<file path="config.mk">
export PLATFORM = sky130hd
export DESIGN_NAME = spi_frame_datapath_flat
export DESIGN_NICKNAME = d
export VERILOG_FILES = /design/src/rtl/spi_frame_datapath_if.sv /design/src/rtl/spi_frame_datapath.sv /design/src/flat_wrapper.sv
export SDC_FILE = /design/constraint.sdc
export NUM_CORES = 1
export LEC_CHECK = 0
export BUFFER_PORTS_ARGS = -buffer_cell sky130_fd_sc_hd__buf_2
export CAP_MARGIN = 15
export CORE_UTILIZATION = 40
export CTS_BUF_LIST = sky130_fd_sc_hd__clkbuf_2
export DETAILED_ROUTE_END_ITERATION = 6
export GPL_TIMING_DRIVEN = 0
export MAX_ROUTING_LAYER = met4
export PLACE_DENSITY = 0.59
export RECOVER_POWER = 25
export SYNTH_ARGS = -nofsm -noshare
export SYNTH_HDL_FRONTEND = slang
export SYNTH_SLANG_ARGS = --single-unit
</file>
<file path="constraint.sdc">
create_clock -name clk -period 5 [get_ports clk]
set_clock_uncertainty 0.2 [all_clocks]
set_input_delay 0.5 -clock clk [delete_from_list [all_inputs] [get_ports clk]]
set_output_delay 0.5 -clock clk [all_outputs]
set_load 0.1 [all_outputs]
</file>
<file path="src/rtl/spi_frame_datapath_if.sv">
// Register-side bus of the SPI frame datapath: FIFO push/pop, status, watermarks and flags.
interface spi_frame_datapath_if #(
  parameter int unsigned DATA_W     = 8,
  parameter int unsigned FIFO_DEPTH = 8,
  parameter int unsigned CNT_W      = $clog2(FIFO_DEPTH) + 1
);
  logic              tx_wr_i;
  logic [DATA_W-1:0] tx_wdata_i;
  logic              rx_rd_i;
  logic [DATA_W-1:0] rx_rdata_o;
  logic              tx_full_o;
  logic              tx_empty_o;
  logic              rx_full_o;
  logic              rx_empty_o;
  logic [CNT_W-1:0]  tx_count_o;
  logic [CNT_W-1:0]  rx_count_o;
  logic [CNT_W-1:0]  tx_wm_i;
  logic [CNT_W-1:0]  rx_wm_i;
  logic              tx_mark_o;
  logic              rx_mark_o;
  logic              tx_ovf_o;
  logic              tx_udf_o;
  logic              rx_ovf_o;
  logic              clear_flags_i;

  // Register-update logic side.
  modport master (
    output tx_wr_i, tx_wdata_i, rx_rd_i, tx_wm_i, rx_wm_i, clear_flags_i,
    input  rx_rdata_o, tx_full_o, tx_empty_o, rx_full_o, rx_empty_o, tx_count_o, rx_count_o,
    input  tx_mark_o, rx_mark_o, tx_ovf_o, tx_udf_o, rx_ovf_o
  );

  // Datapath side.
  modport slave (
    input  tx_wr_i, tx_wdata_i, rx_rd_i, tx_wm_i, rx_wm_i, clear_flags_i,
    output rx_rdata_o, tx_full_o, tx_empty_o, rx_full_o, rx_empty_o, tx_count_o, rx_count_o,
    output tx_mark_o, rx_mark_o, tx_ovf_o, tx_udf_o, rx_ovf_o
  );
endinterface

</file>
<file path="src/rtl/spi_frame_datapath.sv">
// SPI frame datapath: full-duplex shift engine, TX/RX FIFOs, watermarks and sticky error flags.
// Optional feature macro SPI_LOOPBACK_EN adds loopback_i (sample mosi_o instead of miso_i).
module spi_frame_datapath #(
  parameter int unsigned DATA_W     = 8,
  parameter int unsigned FIFO_DEPTH = 8
) (
  input  logic clk,
  input  logic rst,
`ifdef SPI_LOOPBACK_EN
  input  logic loopback_i,
`endif
  input  logic miso_i,
  output logic mosi_o,
  input  logic frame_start_i,
  input  logic launch_i,
  input  logic sample_i,
  input  logic lsb_first_i,
  output logic busy_o,
  output logic frame_done_o,
  spi_frame_datapath_if.slave bus
);
  localparam int unsigned CNT_W = $clog2(FIFO_DEPTH) + 1;
  localparam int unsigned PTR_W = $clog2(FIFO_DEPTH);
  localparam int unsigned BIT_W = $clog2(DATA_W);
  localparam logic [CNT_W-1:0] Depth   = CNT_W'(FIFO_DEPTH);
  localparam logic [BIT_W-1:0] LastBit = BIT_W'(DATA_W - 1);

  typedef enum logic [0:0] {StIdle, StShift} state_e;

  state_e            state_q;
  logic              busy_q, done_q, mosi_q, lsb_q;
  logic [DATA_W-1:0] tx_sr_q, rx_sr_q;
  logic [BIT_W-1:0]  bit_cnt_q;

  logic [DATA_W-1:0] tx_mem [FIFO_DEPTH];
  logic [DATA_W-1:0] rx_mem [FIFO_DEPTH];
  logic [PTR_W-1:0]  tx_wr_ptr_q, tx_rd_ptr_q, rx_wr_ptr_q, rx_rd_ptr_q;
  logic [CNT_W-1:0]  tx_count_q, rx_count_q;
  logic              tx_mark_q, rx_mark_q;
  logic              tx_ovf_q, tx_udf_q, rx_ovf_q;

  logic              tx_full, tx_empty, rx_full, rx_empty;
  logic              start_go, last_sample, sample_bit;
  logic              tx_push, tx_pop, rx_push, rx_pop;
  logic              tx_ovf_set, tx_udf_set, rx_ovf_set;
  logic [DATA_W-1:0] rx_word;

  assign tx_full  = (tx_count_q == Depth);
  assign tx_empty = (tx_count_q == '0);
  assign rx_full  = (rx_count_q == Depth);
  assign rx_empty = (rx_count_q == '0);

  assign start_go    = frame_start_i && (state_q == StIdle);
  assign last_sample = (state_q == StShift) && sample_i && (bit_cnt_q == LastBit);

`ifdef SPI_LOOPBACK_EN
  assign sample_bit = loopback_i ? mosi_q : miso_i;
`else
  assign sample_bit = miso_i;
`endif

  // Word as it stands after this cycle's sample, so the final bit lands in the RX FIFO.
  assign rx_word = lsb_q ? {sample_bit, rx_sr_q[DATA_W-1:1]}
                         : {rx_sr_q[DATA_W-2:0], sample_bit};

  // A pop frees the slot a simultaneous push needs, so a full FIFO still accepts it.
  assign tx_pop     = start_go && !tx_empty;
  assign tx_push    = bus.tx_wr_i && (!tx_full || tx_pop);
  assign tx_ovf_set = bus.tx_wr_i && tx_full && !tx_pop;
  assign tx_udf_set = start_go && tx_empty;
  assign rx_pop     = bus.rx_rd_i && !rx_empty;
  assign rx_push    = last_sample && (!rx_full || rx_pop);
  assign rx_ovf_set = last_sample && rx_full && !rx_pop;

  // Frame sequencer: IDLE/SHIFT with registered mosi, busy and done pulse.
  always_ff @(posedge clk) begin
    if (rst) begin
      state_q   <= StIdle;
      busy_q    <= 1'b0;
      done_q    <= 1'b0;
      mosi_q    <= 1'b0;
      lsb_q     <= 1'b0;
      tx_sr_q   <= '0;
      rx_sr_q   <= '0;
      bit_cnt_q <= '0;
    end else begin
      done_q <= 1'b0;
      case (state_q)
        StIdle: begin
          mosi_q <= 1'b0;
          if (frame_start_i) begin
            state_q   <= StShift;
            busy_q    <= 1'b1;
            tx_sr_q   <= tx_empty ? '0 : tx_mem[tx_rd_ptr_q];
            lsb_q     <= lsb_first_i;
            bit_cnt_q <= '0;
            rx_sr_q   <= '0;
          end
        end
        StShift: begin
          if (launch_i) begin
            mosi_q  <= lsb_q ? tx_sr_q[0] : tx_sr_q[DATA_W-1];
            tx_sr_q <= lsb_q ? (tx_sr_q >> 1) : (tx_sr_q << 1);
          end
          if (sample_i) begin
            rx_sr_q   <= rx_word;
            bit_cnt_q <= bit_cnt_q + BIT_W'(1);
            if (bit_cnt_q == LastBit) begin
              state_q <= StIdle;
              busy_q  <= 1'b0;
              done_q  <= 1'b1;
              mosi_q  <= 1'b0;
            end
          end
        end
        default: state_q <= StIdle;
      endcase
    end
  end

  // FIFO storage; contents need no reset since reads are gated by occupancy.
  always_ff @(posedge clk) begin
    if (tx_push) tx_mem[tx_wr_ptr_q] <= bus.tx_wdata_i;
    if (rx_push) rx_mem[rx_wr_ptr_q] <= rx_word;
  end

  // FIFO pointers and occupancy; pointers wrap naturally at the power-of-two depth.
  always_ff @(posedge clk) begin
    if (rst) begin
      tx_wr_ptr_q <= '0;
      tx_rd_ptr_q <= '0;
      rx_wr_ptr_q <= '0;
      rx_rd_ptr_q <= '0;
      tx_count_q  <= '0;
      rx_count_q  <= '0;
    end else begin
      if (tx_push) tx_wr_ptr_q <= tx_wr_ptr_q + PTR_W'(1);
      if (tx_pop)  tx_rd_ptr_q <= tx_rd_ptr_q + PTR_W'(1);
      if (rx_push) rx_wr_ptr_q <= rx_wr_ptr_q + PTR_W'(1);
      if (rx_pop)  rx_rd_ptr_q <= rx_rd_ptr_q + PTR_W'(1);
      tx_count_q <= tx_count_q + CNT_W'(tx_push) - CNT_W'(tx_pop);
      rx_count_q <= rx_count_q + CNT_W'(rx_push) - CNT_W'(rx_pop);
    end
  end

  // Watermark flags, registered from the registered counts.
  always_ff @(posedge clk) begin
    if (rst) begin
      tx_mark_q <= 1'b1;
      rx_mark_q <= 1'b0;
    end else begin
      tx_mark_q <= (tx_count_q <= bus.tx_wm_i);
      rx_mark_q <= (rx_count_q >= bus.rx_wm_i) && (rx_count_q != '0);
    end
  end

  // Sticky error flags; a set in the clearing cycle takes priority.
  always_ff @(posedge clk) begin
    if (rst) begin
      tx_ovf_q <= 1'b0;
      tx_udf_q <= 1'b0;
      rx_ovf_q <= 1'b0;
    end else begin
      tx_ovf_q <= tx_ovf_set | (tx_ovf_q & ~bus.clear_flags_i);
      tx_udf_q <= tx_udf_set | (tx_udf_q & ~bus.clear_flags_i);
      rx_ovf_q <= rx_ovf_set | (rx_ovf_q & ~bus.clear_flags_i);
    end
  end

  assign mosi_o       = mosi_q;
  assign busy_o       = busy_q;
  assign frame_done_o = done_q;

  assign bus.rx_rdata_o = rx_empty ? '0 : rx_mem[rx_rd_ptr_q];
  assign bus.tx_full_o  = tx_full;
  assign bus.tx_empty_o = tx_empty;
  assign bus.rx_full_o  = rx_full;
  assign bus.rx_empty_o = rx_empty;
  assign bus.tx_count_o = tx_count_q;
  assign bus.rx_count_o = rx_count_q;
  assign bus.tx_mark_o  = tx_mark_q;
  assign bus.rx_mark_o  = rx_mark_q;
  assign bus.tx_ovf_o   = tx_ovf_q;
  assign bus.tx_udf_o   = tx_udf_q;
  assign bus.rx_ovf_o   = rx_ovf_q;
endmodule
</file>
<file path="src/flat_wrapper.sv">
// flat-port wrapper written by rule: the top's interface ports become plain ports
module spi_frame_datapath_flat 
#(
  parameter int unsigned DATA_W     = 8,
  parameter int unsigned FIFO_DEPTH = 8
)
  (clk, rst, miso_i, mosi_o, frame_start_i, launch_i, sample_i, lsb_first_i, busy_o, frame_done_o, bus_tx_wr_i, bus_tx_wdata_i, bus_rx_rd_i, bus_tx_wm_i, bus_rx_wm_i, bus_clear_flags_i, bus_rx_rdata_o, bus_tx_full_o, bus_tx_empty_o, bus_rx_full_o, bus_rx_empty_o, bus_tx_count_o, bus_rx_count_o, bus_tx_mark_o, bus_rx_mark_o, bus_tx_ovf_o, bus_tx_udf_o, bus_rx_ovf_o);
  spi_frame_datapath_if #(.DATA_W(DATA_W), .FIFO_DEPTH(FIFO_DEPTH)) bus_i ();
  input  logic clk;
  input  logic rst;
  input  logic miso_i;
  output logic mosi_o;
  input  logic frame_start_i;
  input  logic launch_i;
  input  logic sample_i;
  input  logic lsb_first_i;
  output logic busy_o;
  output logic frame_done_o;
  input wire logic [$bits(bus_i.tx_wr_i)-1:0] bus_tx_wr_i;
  input wire logic [$bits(bus_i.tx_wdata_i)-1:0] bus_tx_wdata_i;
  input wire logic [$bits(bus_i.rx_rd_i)-1:0] bus_rx_rd_i;
  input wire logic [$bits(bus_i.tx_wm_i)-1:0] bus_tx_wm_i;
  input wire logic [$bits(bus_i.rx_wm_i)-1:0] bus_rx_wm_i;
  input wire logic [$bits(bus_i.clear_flags_i)-1:0] bus_clear_flags_i;
  output wire logic [$bits(bus_i.rx_rdata_o)-1:0] bus_rx_rdata_o;
  output wire logic [$bits(bus_i.tx_full_o)-1:0] bus_tx_full_o;
  output wire logic [$bits(bus_i.tx_empty_o)-1:0] bus_tx_empty_o;
  output wire logic [$bits(bus_i.rx_full_o)-1:0] bus_rx_full_o;
  output wire logic [$bits(bus_i.rx_empty_o)-1:0] bus_rx_empty_o;
  output wire logic [$bits(bus_i.tx_count_o)-1:0] bus_tx_count_o;
  output wire logic [$bits(bus_i.rx_count_o)-1:0] bus_rx_count_o;
  output wire logic [$bits(bus_i.tx_mark_o)-1:0] bus_tx_mark_o;
  output wire logic [$bits(bus_i.rx_mark_o)-1:0] bus_rx_mark_o;
  output wire logic [$bits(bus_i.tx_ovf_o)-1:0] bus_tx_ovf_o;
  output wire logic [$bits(bus_i.tx_udf_o)-1:0] bus_tx_udf_o;
  output wire logic [$bits(bus_i.rx_ovf_o)-1:0] bus_rx_ovf_o;
  assign bus_i.tx_wr_i = bus_tx_wr_i;
  assign bus_i.tx_wdata_i = bus_tx_wdata_i;
  assign bus_i.rx_rd_i = bus_rx_rd_i;
  assign bus_i.tx_wm_i = bus_tx_wm_i;
  assign bus_i.rx_wm_i = bus_rx_wm_i;
  assign bus_i.clear_flags_i = bus_clear_flags_i;
  assign bus_rx_rdata_o = bus_i.rx_rdata_o;
  assign bus_tx_full_o = bus_i.tx_full_o;
  assign bus_tx_empty_o = bus_i.tx_empty_o;
  assign bus_rx_full_o = bus_i.rx_full_o;
  assign bus_rx_empty_o = bus_i.rx_empty_o;
  assign bus_tx_count_o = bus_i.tx_count_o;
  assign bus_rx_count_o = bus_i.rx_count_o;
  assign bus_tx_mark_o = bus_i.tx_mark_o;
  assign bus_rx_mark_o = bus_i.rx_mark_o;
  assign bus_tx_ovf_o = bus_i.tx_ovf_o;
  assign bus_tx_udf_o = bus_i.tx_udf_o;
  assign bus_rx_ovf_o = bus_i.rx_ovf_o;
  spi_frame_datapath #(.DATA_W(DATA_W), .FIFO_DEPTH(FIFO_DEPTH)) u_core (.clk(clk), .rst(rst), .miso_i(miso_i), .mosi_o(mosi_o), .frame_start_i(frame_start_i), .launch_i(launch_i), .sample_i(sample_i), .lsb_first_i(lsb_first_i), .busy_o(busy_o), .frame_done_o(frame_done_o), .bus(bus_i));
endmodule
</file>
==> results of run 1 <==
[metal layers]
metal / vias up / wire, um / global-route usage (%)
met4: 0 / 235 / 6.825
met1: 2225 / 6441 / 19.15
li1: 2173 / - / -
met5: - / 0 / -
met3: 20 / 485 / 3.624
met2: 69 / 7824 / 28.24
[layout by cell type, fill, tap and decap left out, types with 5 or more instances in the layout]
| cell | Yosys | routed |
|---|---|---|
| sky130_fd_sc_hd__a31oi_1 | 11 | 11 |
| sky130_fd_sc_hd__buf_4 | 4 | 7 |
| sky130_fd_sc_hd__dlygate4sd3_1 | 0 | 23 |
| sky130_fd_sc_hd__buf_2 | 5 | 51 |
| sky130_fd_sc_hd__mux2i_1 | 27 | 27 |
| sky130_fd_sc_hd__inv_1 | 22 | 22 |
| sky130_fd_sc_hd__nand2_1 | 21 | 21 |
| sky130_fd_sc_hd__nor2_1 | 61 | 61 |
| sky130_fd_sc_hd__nor2b_1 | 5 | 5 |
| sky130_fd_sc_hd__edfxtp_1 | 128 | 128 |
| sky130_fd_sc_hd__xnor2_1 | 7 | 7 |
| sky130_fd_sc_hd__a21oi_1 | 12 | 12 |
| sky130_fd_sc_hd__a22oi_1 | 11 | 11 |
| sky130_fd_sc_hd__clkbuf_1 | 11 | 20 |
| sky130_fd_sc_hd__nand3_1 | 6 | 6 |
| sky130_fd_sc_hd__mux4_2 | 23 | 23 |
| sky130_fd_sc_hd__dfxtp_1 | 55 | 55 |
| sky130_fd_sc_hd__nor4_1 | 8 | 6 |
| sky130_fd_sc_hd__o21ai_0 | 7 | 7 |
| sky130_fd_sc_hd__mux2_2 | 12 | 9 |
| sky130_fd_sc_hd__ha_1 | 24 | 24 |
| sky130_fd_sc_hd__nand2b_1 | 9 | 9 |
| sky130_fd_sc_hd__clkinvlp_4 | 0 | 6 |
| sky130_fd_sc_hd__nor3_1 | 16 | 13 |
| sky130_fd_sc_hd__buf_1 | 5 | 5 |
| sky130_fd_sc_hd__clkbuf_2 | 0 | 17 |
[critical path, delay by kind of cell, from the launching register on]
kind	cells	cell delay, ns
flops	1	0.38
fa+ha+maj	1	0.18
simple gates	1	0.35
buf+inv	3	1.08
[synthesized netlist by cell type]
master,n
sky130_fd_sc_hd__a22oi_1,11
sky130_fd_sc_hd__and2_1,1
sky130_fd_sc_hd__edfxtp_1,128
sky130_fd_sc_hd__a21oi_1,12
sky130_fd_sc_hd__buf_1,5
sky130_fd_sc_hd__mux4_2,23
sky130_fd_sc_hd__ha_1,24
sky130_fd_sc_hd__clkbuf_1,11
sky130_fd_sc_hd__nor3_1,16
sky130_fd_sc_hd__a41oi_1,1
sky130_fd_sc_hd__and3_1,1
sky130_fd_sc_hd__buf_4,4
sky130_fd_sc_hd__or3b_2,1
sky130_fd_sc_hd__a32oi_1,2
sky130_fd_sc_hd__fa_1,2
sky130_fd_sc_hd__a211oi_1,2
sky130_fd_sc_hd__o21a_1,2
sky130_fd_sc_hd__xnor2_1,7
sky130_fd_sc_hd__and2b_1,1
sky130_fd_sc_hd__nand2_1,21
sky130_fd_sc_hd__nor2b_1,5
sky130_fd_sc_hd__nand3b_1,1
sky130_fd_sc_hd__mux2_2,12
sky130_fd_sc_hd__nand2b_1,9
sky130_fd_sc_hd__a31oi_1,11
sky130_fd_sc_hd__o21ai_2,1
sky130_fd_sc_hd__nand3_1,6
sky130_fd_sc_hd__o21ai_0,7
sky130_fd_sc_hd__or3_1,1
sky130_fd_sc_hd__nor2_1,61
sky130_fd_sc_hd__xor2_1,4
sky130_fd_sc_hd__mux4_1,4
sky130_fd_sc_hd__mux2i_1,27
sky130_fd_sc_hd__inv_1,22
sky130_fd_sc_hd__dfxtp_1,55
sky130_fd_sc_hd__nor3b_1,5
sky130_fd_sc_hd__a2111oi_0,1
sky130_fd_sc_hd__a21o_1,4
sky130_fd_sc_hd__o211ai_1,1
sky130_fd_sc_hd__buf_6,1
sky130_fd_sc_hd__nor4_1,8
sky130_fd_sc_hd__buf_2,5
[cells by family (layout without fill, tap and decap cells)]
group                    Yosys count  after routing  share of synthesized area, %
buffers and inverters             48            161                         2.745
AND/OR/NAND/NOR                  137            137                         8.350
other                              0              2                             0
XOR/XNOR                          11             11                         1.266
adder cells (fa/ha/maj)           26             26                         4.471
multiplexers                      66             66                         13.51
AO/OA/AOI/OAI                     55             55                         4.701
flip-flops                       183            183                         64.96
[worst paths after layout]
path                                              to  slack, ns                startpoint  cells after the start
worst min register to register     u_core.rx_sr_q[7]       0.33         u_core.rx_sr_q[7]                      2
worst max register to register   u_core.rx_mem[4][0]       2.11       u_core.bit_cnt_q[0]                      8
worst max-delay path                  bus_rx_empty_o       1.55  u_core.bus.rx_count_o[2]                      5
worst min-delay path            u_core.bus.rx_mark_o       0.12            bus_rx_wm_i[2]                      5
[area by class of cell]
type | count | share of cell area (%)
Clock buffer | 17 | 0.9774
Tap cell | 234 | 3.364
Clock inverter | 15 | 1.782
Buffer | 26 | 1.437
Antenna cell | 2 | 0.05750
Timing Repair Buffer | 81 | 5.951
Sequential cell | 183 | 56.81
Multi-Input combinational cell | 295 | 28.68
Inverter | 22 | 0.9487
[flip-flops by register name, summed over array words and instances (netlist names), 3 cells and up, named ones only]
name and cells:
u_core.rx_mem 64, u_core.bit_cnt_q 3, u_core.rx_wr_ptr_q 3, u_core.tx_mem 64, u_core.rx_rd_ptr_q 3, u_core.bus.rx_count_o 4
u_core.bus.tx_count_o 4, u_core.tx_wr_ptr_q 3, u_core.rx_sr_q 8, u_core.tx_rd_ptr_q 3, u_core.tx_sr_q 8
[power groups by stage]
stage	clock [mW]	combinational [mW]	sequential [mW]
after floorplan	0	0.912	2.03
after global placement	0	1.37	1.81
after detailed placement	0	1.40	1.82
after CTS	0.766	1.42	1.78
after global routing	0.815	1.51	1.79
final	0.741	1.40	1.78
[stage by stage]
| step | hold slack, ns | util (%) |
|---|---|---|
| final | 0.1182 | 46.54 |
| after global routing | 0.07405 | 46.54 |
| after CTS | 0.02887 | 46.57 |
| after detailed placement | 0.2586 | 44.05 |
| after global placement | 0.2567 | 43.68 |
| after floorplan | 0.2598 | - |
==> impl_metrics.yaml, run 1 <==
outcome:
  outcome: "complete, no violations"
critical_path:
  critPathMaxFanout: 10
  path_cells: "inv_1, ha_1, nor3b_1, clkbuf_1, buf_2"
  critPathMaxStageDelay_ns: 0.52
  worst_setup_path_end_kind: "output pin"
  setup.worst_path.start_class: "flip-flop"
  timing.critical_path.required_ns: 4.30
  timing.critical_path.slowest_stage_cell: "sky130_fd_sc_hd__buf_2"
  worstSetupPathType: "flip-flop to output pin"
  data_arrival_at_the_endpoint_of_the_critical_path_ns: 2.75
power_and_ir_drop:
  gate_power_share_pct: 35.7
  total_leakage_power_nw: 3.121
  swShare_pct: 39.87
  clock_power_share_pct: 18.9
  powerDensity_nw_per_um2: 450.9
  netSwitchingPower_mw: 1.565
  finalPower_mw: 3.925
  max-vdd-ir-drop_v: 0.0002370
  pwr-share-seq_pct: 45.4
  cell_internal_pwr_mw: 2.360
detailed_routing:
  routed_wire_length_per_instance_um: 17.13
  detail_route.first_pass.iterations: 4
  totalWireLength_um: 14990
  initialDrtViolationCount: 170
  antenna_violating_nets_post_route: 0
  route.detailed.drc: 0
  total_via_count_in_the_routed_design: 4487
  viasPerCell: 5.128
cells_and_area:
  stdcell_area_sq_um: 8705
  share_of_final_layout_standard_cells_stronger_than_drive_strength_1_pct: 20.66
  finish.net_count: 678
  area_growth_syn_to_layout_pct: 14.35
  multi_input_area_sq_um: 2496
  filler_instances: 1640
  final-seq-area_sq_um: 4945
  finalNonFillerCells: 875
clocking:
  worst_setup_hold_path_clk_slew_ns: 0.25
  worstSkewPairLatency_ns: 0.75
  postCtsResizedCells: 0
  cts-buffers-inserted: 17
  cts.path.max_buffers: 2
  post-cts-setup-buffer-count: 0
  tritoncts_clock_tree: "yes"
  clock_tree.root_cell: "sky130_fd_sc_hd__clkbuf_2"
  holdBufCountCts: 23
  cts-htree-levels: 4
  clock_tree_sinks: 183
timing:
  setup_violations: 0
  layout_worst_path_cycle_share_pct: 69.02
  max_freq_mhz: 289.8
  final-hold-violation-count: 0
  timing.final.ws_setup_ns: 1.549
  max_slew.worst_pin.slew_ns: 0.8977
  timing.final.max_slew_violations: 0
  totalNegativeSetupSlack_ns: 0
  grt_setup_unrepaired: "no"
  layout_min_cycle_time_ns: 3.451
  worst_slew_margin_rel_pct: 39.93
place:
  port_buffers: 51
  place.detailed.hpwl_um: 10560
  place.gp.congestion: 0.8119
  placed_cell_area_sq_um: 8240
  place_inst: 818
  preCtsSetupSlack_ns: 2.083
logic_synthesis:
  post_synth_instance_area_sq_um: 7612
  sequential_fraction_of_the_synthesis_area_pct: 64.96
  post-synth-top-area-cell: "sky130_fd_sc_hd__edfxtp_1"
  ys_top_cells_by_area: "sky130_fd_sc_hd__edfxtp_1 50%, sky130_fd_sc_hd__dfxtp_1 14%, sky130_fd_sc_hd__mux4_2 6.8%, sky130_fd_sc_hd__ha_1 3.9%, sky130_fd_sc_hd__mux2i_1 3.6%"
  yosys_warnings: 0
  synthesis.instances: 526
  synth_top_cell_area_share_pct: 50.49
  netlist-cell-type-count: 42
  mappedNetlistNets: 578
  avgSynthCellArea_sq_um: 14.47
  yosys_register_bits: 183
grt:
  number_of_global_route_vias_before_repair: 4499
  grt_remaining_overflow: 0
  grtUsageTotal_pct: 16.64
  largest_net_degree_at_the_start_of_global_routing: 17
  number_of_antenna_violations_at_the_first_check_in_global_routing: 1
  grt_first_pass_wirelength_um: 23740
floorplan:
  initial_utilization_pct: 40.70
  die_width_um: 140.0
  num_rows: 50
  die_y_um: 140.0
  design.core.area_sq_um: 18710
  die_area_sq_um: 19590
  boundaryPins: 54
run:
  drv.max_cap_violation_count: 0
min_path:
  holdCritPathClass: "primary input to flip-flop"
No activity file was read; power rests on OpenSTA's default activity.
==> run 2, diff against run 1 <==
--- a/config.mk
+++ b/config.mk
@@ -5,6 +5,7 @@
 export SDC_FILE = /design/constraint.sdc
 export NUM_CORES = 1
 export LEC_CHECK = 0
+export ABC_AREA = 1
 export BUFFER_PORTS_ARGS = -buffer_cell sky130_fd_sc_hd__buf_2
 export CAP_MARGIN = 15
 export CORE_UTILIZATION = 40
@@ -12,7 +13,7 @@
 export DETAILED_ROUTE_END_ITERATION = 6
 export GPL_TIMING_DRIVEN = 0
 export MAX_ROUTING_LAYER = met4
-export PLACE_DENSITY = 0.59
+export PLACE_DENSITY = 0.61
 export RECOVER_POWER = 25
 export SYNTH_ARGS = -nofsm -noshare
 export SYNTH_HDL_FRONTEND = slang
==> constraint.sdc (replaced) <==
create_clock -name clk -period 2.9 [get_ports clk]
set_clock_uncertainty 0.2 [all_clocks]
set_input_delay 0.29 -clock clk [delete_from_list [all_inputs] [get_ports clk]]
set_output_delay 0.29 -clock clk [all_outputs]
set_load 0.1 [all_outputs]
==> run 2 against run 1 <==
Compared with the run above: clock-buffer cell count rose by 1; utilization grew 1.0 points; critical path depth is 1 higher; wire length rose by 17%; sequential share of layout area decreased by 3.5 points; final cell count up 38%; final area is 7.0% higher; via count increased by 28%; worst setup slack got worse by 1.4 ns; clock power is 77% higher.
==> impl_metrics.yaml, run 2 <==
detailed_routing:
  met1Wirelength_um: 8242
  initialDrtViolationCount: 434
  detailed_route_wirelength_on_metal2_um: 8476
  total_via_count_in_the_routed_design: 5726
  viasPerCell: 4.728
  routed_wire_length_per_instance_um: 14.45
  route.detailed.drc: 0
  met3_wirelength_um: 600
  topRoutingLayerUsed: "met4"
  detail_route.first_pass.iterations: 5
  totalWireLength_um: 17510
  antenna_violating_nets_post_route: 0
timing:
  layout_worst_path_cycle_share_pct: 93.87
  finalHoldWorstSlack_ns: 0.2240
  totalNegativeSetupSlack_ns: 0
  worst_slew_margin_rel_pct: 32.45
  timing.final.max_slew_violations: 0
  max_slew.worst_pin.slew_ns: 1.003
  max_freq_mhz: 367.3
  final-hold-violation-count: 0
  layout_min_cycle_time_ns: 2.722
  setup_violations: 0
logic_synthesis:
  synth.most_common_cell: "sky130_fd_sc_hd__nand2_1"
  netlist_top_cells_count: "160 x sky130_fd_sc_hd__nand2_1, 128 x sky130_fd_sc_hd__edfxtp_1, 114 x sky130_fd_sc_hd__nor2_1"
  avgSynthCellArea_sq_um: 9.662
  mappedNetlistNets: 883
  synth_top_cell_area_share_pct: 47.87
  sequential_fraction_of_the_synthesis_area_pct: 61.59
  netlist-cell-type-count: 33
  synth-async-reset-ratio_pct: 0
  post_synth_instance_area_sq_um: 8029
  synthesis.instances: 831
  synth-edff-count: 128
  post-synth-top-area-cell: "sky130_fd_sc_hd__edfxtp_1"
  ys_top_cells_by_area: "sky130_fd_sc_hd__edfxtp_1 48%, sky130_fd_sc_hd__dfxtp_1 14%, sky130_fd_sc_hd__nand2_1 7.5%, sky130_fd_sc_hd__nor2_1 5.3%, sky130_fd_sc_hd__inv_1 4.3%"
  yosys_register_bits: 183
  yosys_warnings: 0
  postSynth.topFlopCell: "sky130_fd_sc_hd__edfxtp_1"
clocking:
  clock_tree.root_cell: "sky130_fd_sc_hd__clkbuf_2"
  tritoncts_clock_tree: "yes"
  cts-buffers-inserted: 17
  worst_setup_hold_path_clk_slew_ns: 0.25
  clock_tree_sinks: 183
  cts.path.max_buffers: 2
  cts-htree-levels: 4
  worstSkewPairLatency_ns: 0.73
power_and_ir_drop:
  total_leakage_power_nw: 3.881
  max-vdd-ir-drop_v: 0.0005868
  powerDensity_nw_per_um2: 840.1
grt:
  largest_net_degree_at_the_start_of_global_routing: 17
  grt_first_pass_wirelength_um: 27530
  number_of_global_route_vias_before_repair: 5386
  grt_remaining_overflow: 0
  grtUsageTotal_pct: 18.42
  number_of_antenna_violations_at_the_first_check_in_global_routing: 1
cells_and_area:
  share_of_final_layout_standard_cells_stronger_than_drive_strength_1_pct: 15.24
  finalNonFillerCells: 1211
  biggestRegsByFlops: "u_core.rx_mem: 64 flops, u_core.tx_mem: 64 flops"
  finish.net_count: 985
  area_growth_syn_to_layout_pct: 15.99
  commonest_non_fill_non_tap_cell_in_the_layout: "sky130_fd_sc_hd__nand2_1"
  final_cell_mix: "161 x sky130_fd_sc_hd__nand2_1, 128 x sky130_fd_sc_hd__edfxtp_1, 106 x sky130_fd_sc_hd__nor2_1, 95 x sky130_fd_sc_hd__inv_1"
  final_core_util_pct: 47.54
  filler_instances: 1884
place:
  port_buffers: 52
  place_inst: 1148
  place.detailed.hpwl_um: 11960
  place.gp.congestion: 0.7773
critical_path:
  setup.worst_path.start_class: "flip-flop"
  critPathMaxFanout: 10
  r2r_setup_slk_ns: 0.25
  data_arrival_at_the_endpoint_of_the_critical_path_ns: 2.23
  timing.critical_path.required_ns: 2.41
  r2r_start: "u_core.bus.rx_count_o[2]"
  worst_setup_path_end_kind: "output pin"
  worstSetupPathType: "flip-flop to output pin"
  worst_r2r_path_depth: 9
  rr_endpoint: "u_core.rx_mem[1][5]"
min_path:
  critical_hold_path_startpoint: "rst"
  holdCritPathClass: "primary input to flip-flop"
  hold-path-cell-count: 3
  worst_hold_path.endpoint: "u_core.state_q"
floorplan:
  die_area_sq_um: 20640
  initial_utilization_pct: 40.98
  boundaryPins: 54
  design.core.area_sq_um: 19590
  die_y_um: 143.7
  die_width_um: 143.7
  num_rows: 51
run:
  drv.max_cap_violation_count: 0
outcome:
  outcome: "complete, no violations"
run 2: cell count changes in the layout (fill, tap and decap cells not counted), sizes merged, moves of 25 or more:
cell,before,now
o21ai,8,90
a21oi,12,37
mux4,27,0
nor2,61,115
mux2i,27,0
nand3,6,59
nand2,21,169
inv,24,110
run 2: layer usage:
metal | global-route usage (%) | vias up
met5 | - | -
li1 | - | 2946
met4 | 5.991 | 0
met3 | 3.266 | 15
met2 | 30.20 | 105
met1 | 23.07 | 2660
run 2: timing repair:
action	4_1_cts	5_1_grt
endpoints found under the hold margin	127	0
gates resized for setup	12	11
pin swaps	0	1
setup endpoints to repair	8	8
hold buffers	32	0
setup buffers	0	1
run 2: layout make-up:
cell class / instances / area (sq um) / share of cell area (%)
Antenna cell: 1 / 2.502 / 0.02687
Buffer: 30 / 180.2 / 1.935
Clock buffer: 18 / 90.09 / 0.9674
Clock inverter: 13 / 145.1 / 1.559
Inverter: 106 / 400.4 / 4.299
Multi-Input combinational cell: 510 / 2571 / 27.61
Sequential cell: 183 / 4966 / 53.33
Tap cell: 265 / 331.6 / 3.560
Timing Repair Buffer: 85 / 625.6 / 6.718
run 2: worst max-delay path, cell delays in order, from the launching register on:
cell,delay [ns]
sky130_fd_sc_hd__dfxtp_2,0.43
sky130_fd_sc_hd__clkbuf_4,0.23
sky130_fd_sc_hd__o21ai_0,0.10
sky130_fd_sc_hd__o21ai_0,0.20
sky130_fd_sc_hd__o21ai_0,0.13
sky130_fd_sc_hd__nor2_2,0.22
sky130_fd_sc_hd__buf_12,0.20
run 2: how the worst max path moves through the flow:
stage	startpoint	endpoint	slack, ns
2_1_floorplan	u_core.bus.tx_count_o[3]	u_core.bus.tx_count_o[1]	-0.06
3_3_place_gp	u_core.bit_cnt_q[0]	u_core.rx_mem[1][4]	0.22
3_5_place_dp	u_core.bit_cnt_q[0]	u_core.rx_mem[1][4]	0.25
4_1_cts	flip-flop	bus_rx_rdata_o[0]	0.004
5_1_grt	flip-flop	bus_rx_rdata_o[0]	-0.001
6_report	flip-flop	bus_rx_rdata_o[0]	0.18
run 2: logic make-up (layout without fill, tap and decap cells):
kind of cell	after synthesis	in the layout	share of synthesized area (%)
and+or+nand+nor	347	347	17.92
xor gates and xnor gates	5	5	0.5454
other	0	1	0
DFF	183	183	61.59
adders and majority gates	26	26	4.239
buffers and inverters	138	252	7.262
AOI/OAI and AO/OA	132	132	8.446
run 2: stage by stage:
stage,power [mW],worst slack [ns],cell area (sq um)
5_1_grt,8.287,-0.001399,9313
3_3_place_gp,6.392,0.2224,8713
6_report,7.823,0.1777,9313
3_5_place_dp,6.414,0.2522,8713
2_1_floorplan,5.762,-0.06261,8122
4_1_cts,7.823,0.003626,9295
run 2: report_power, final:
part           internal [mW]  total [mW]  switching, mW
combinational          0.919        3.39           2.47
sequential              2.98        3.13          0.142
clock                  0.411        1.31          0.899
total                   4.31        7.82           3.51
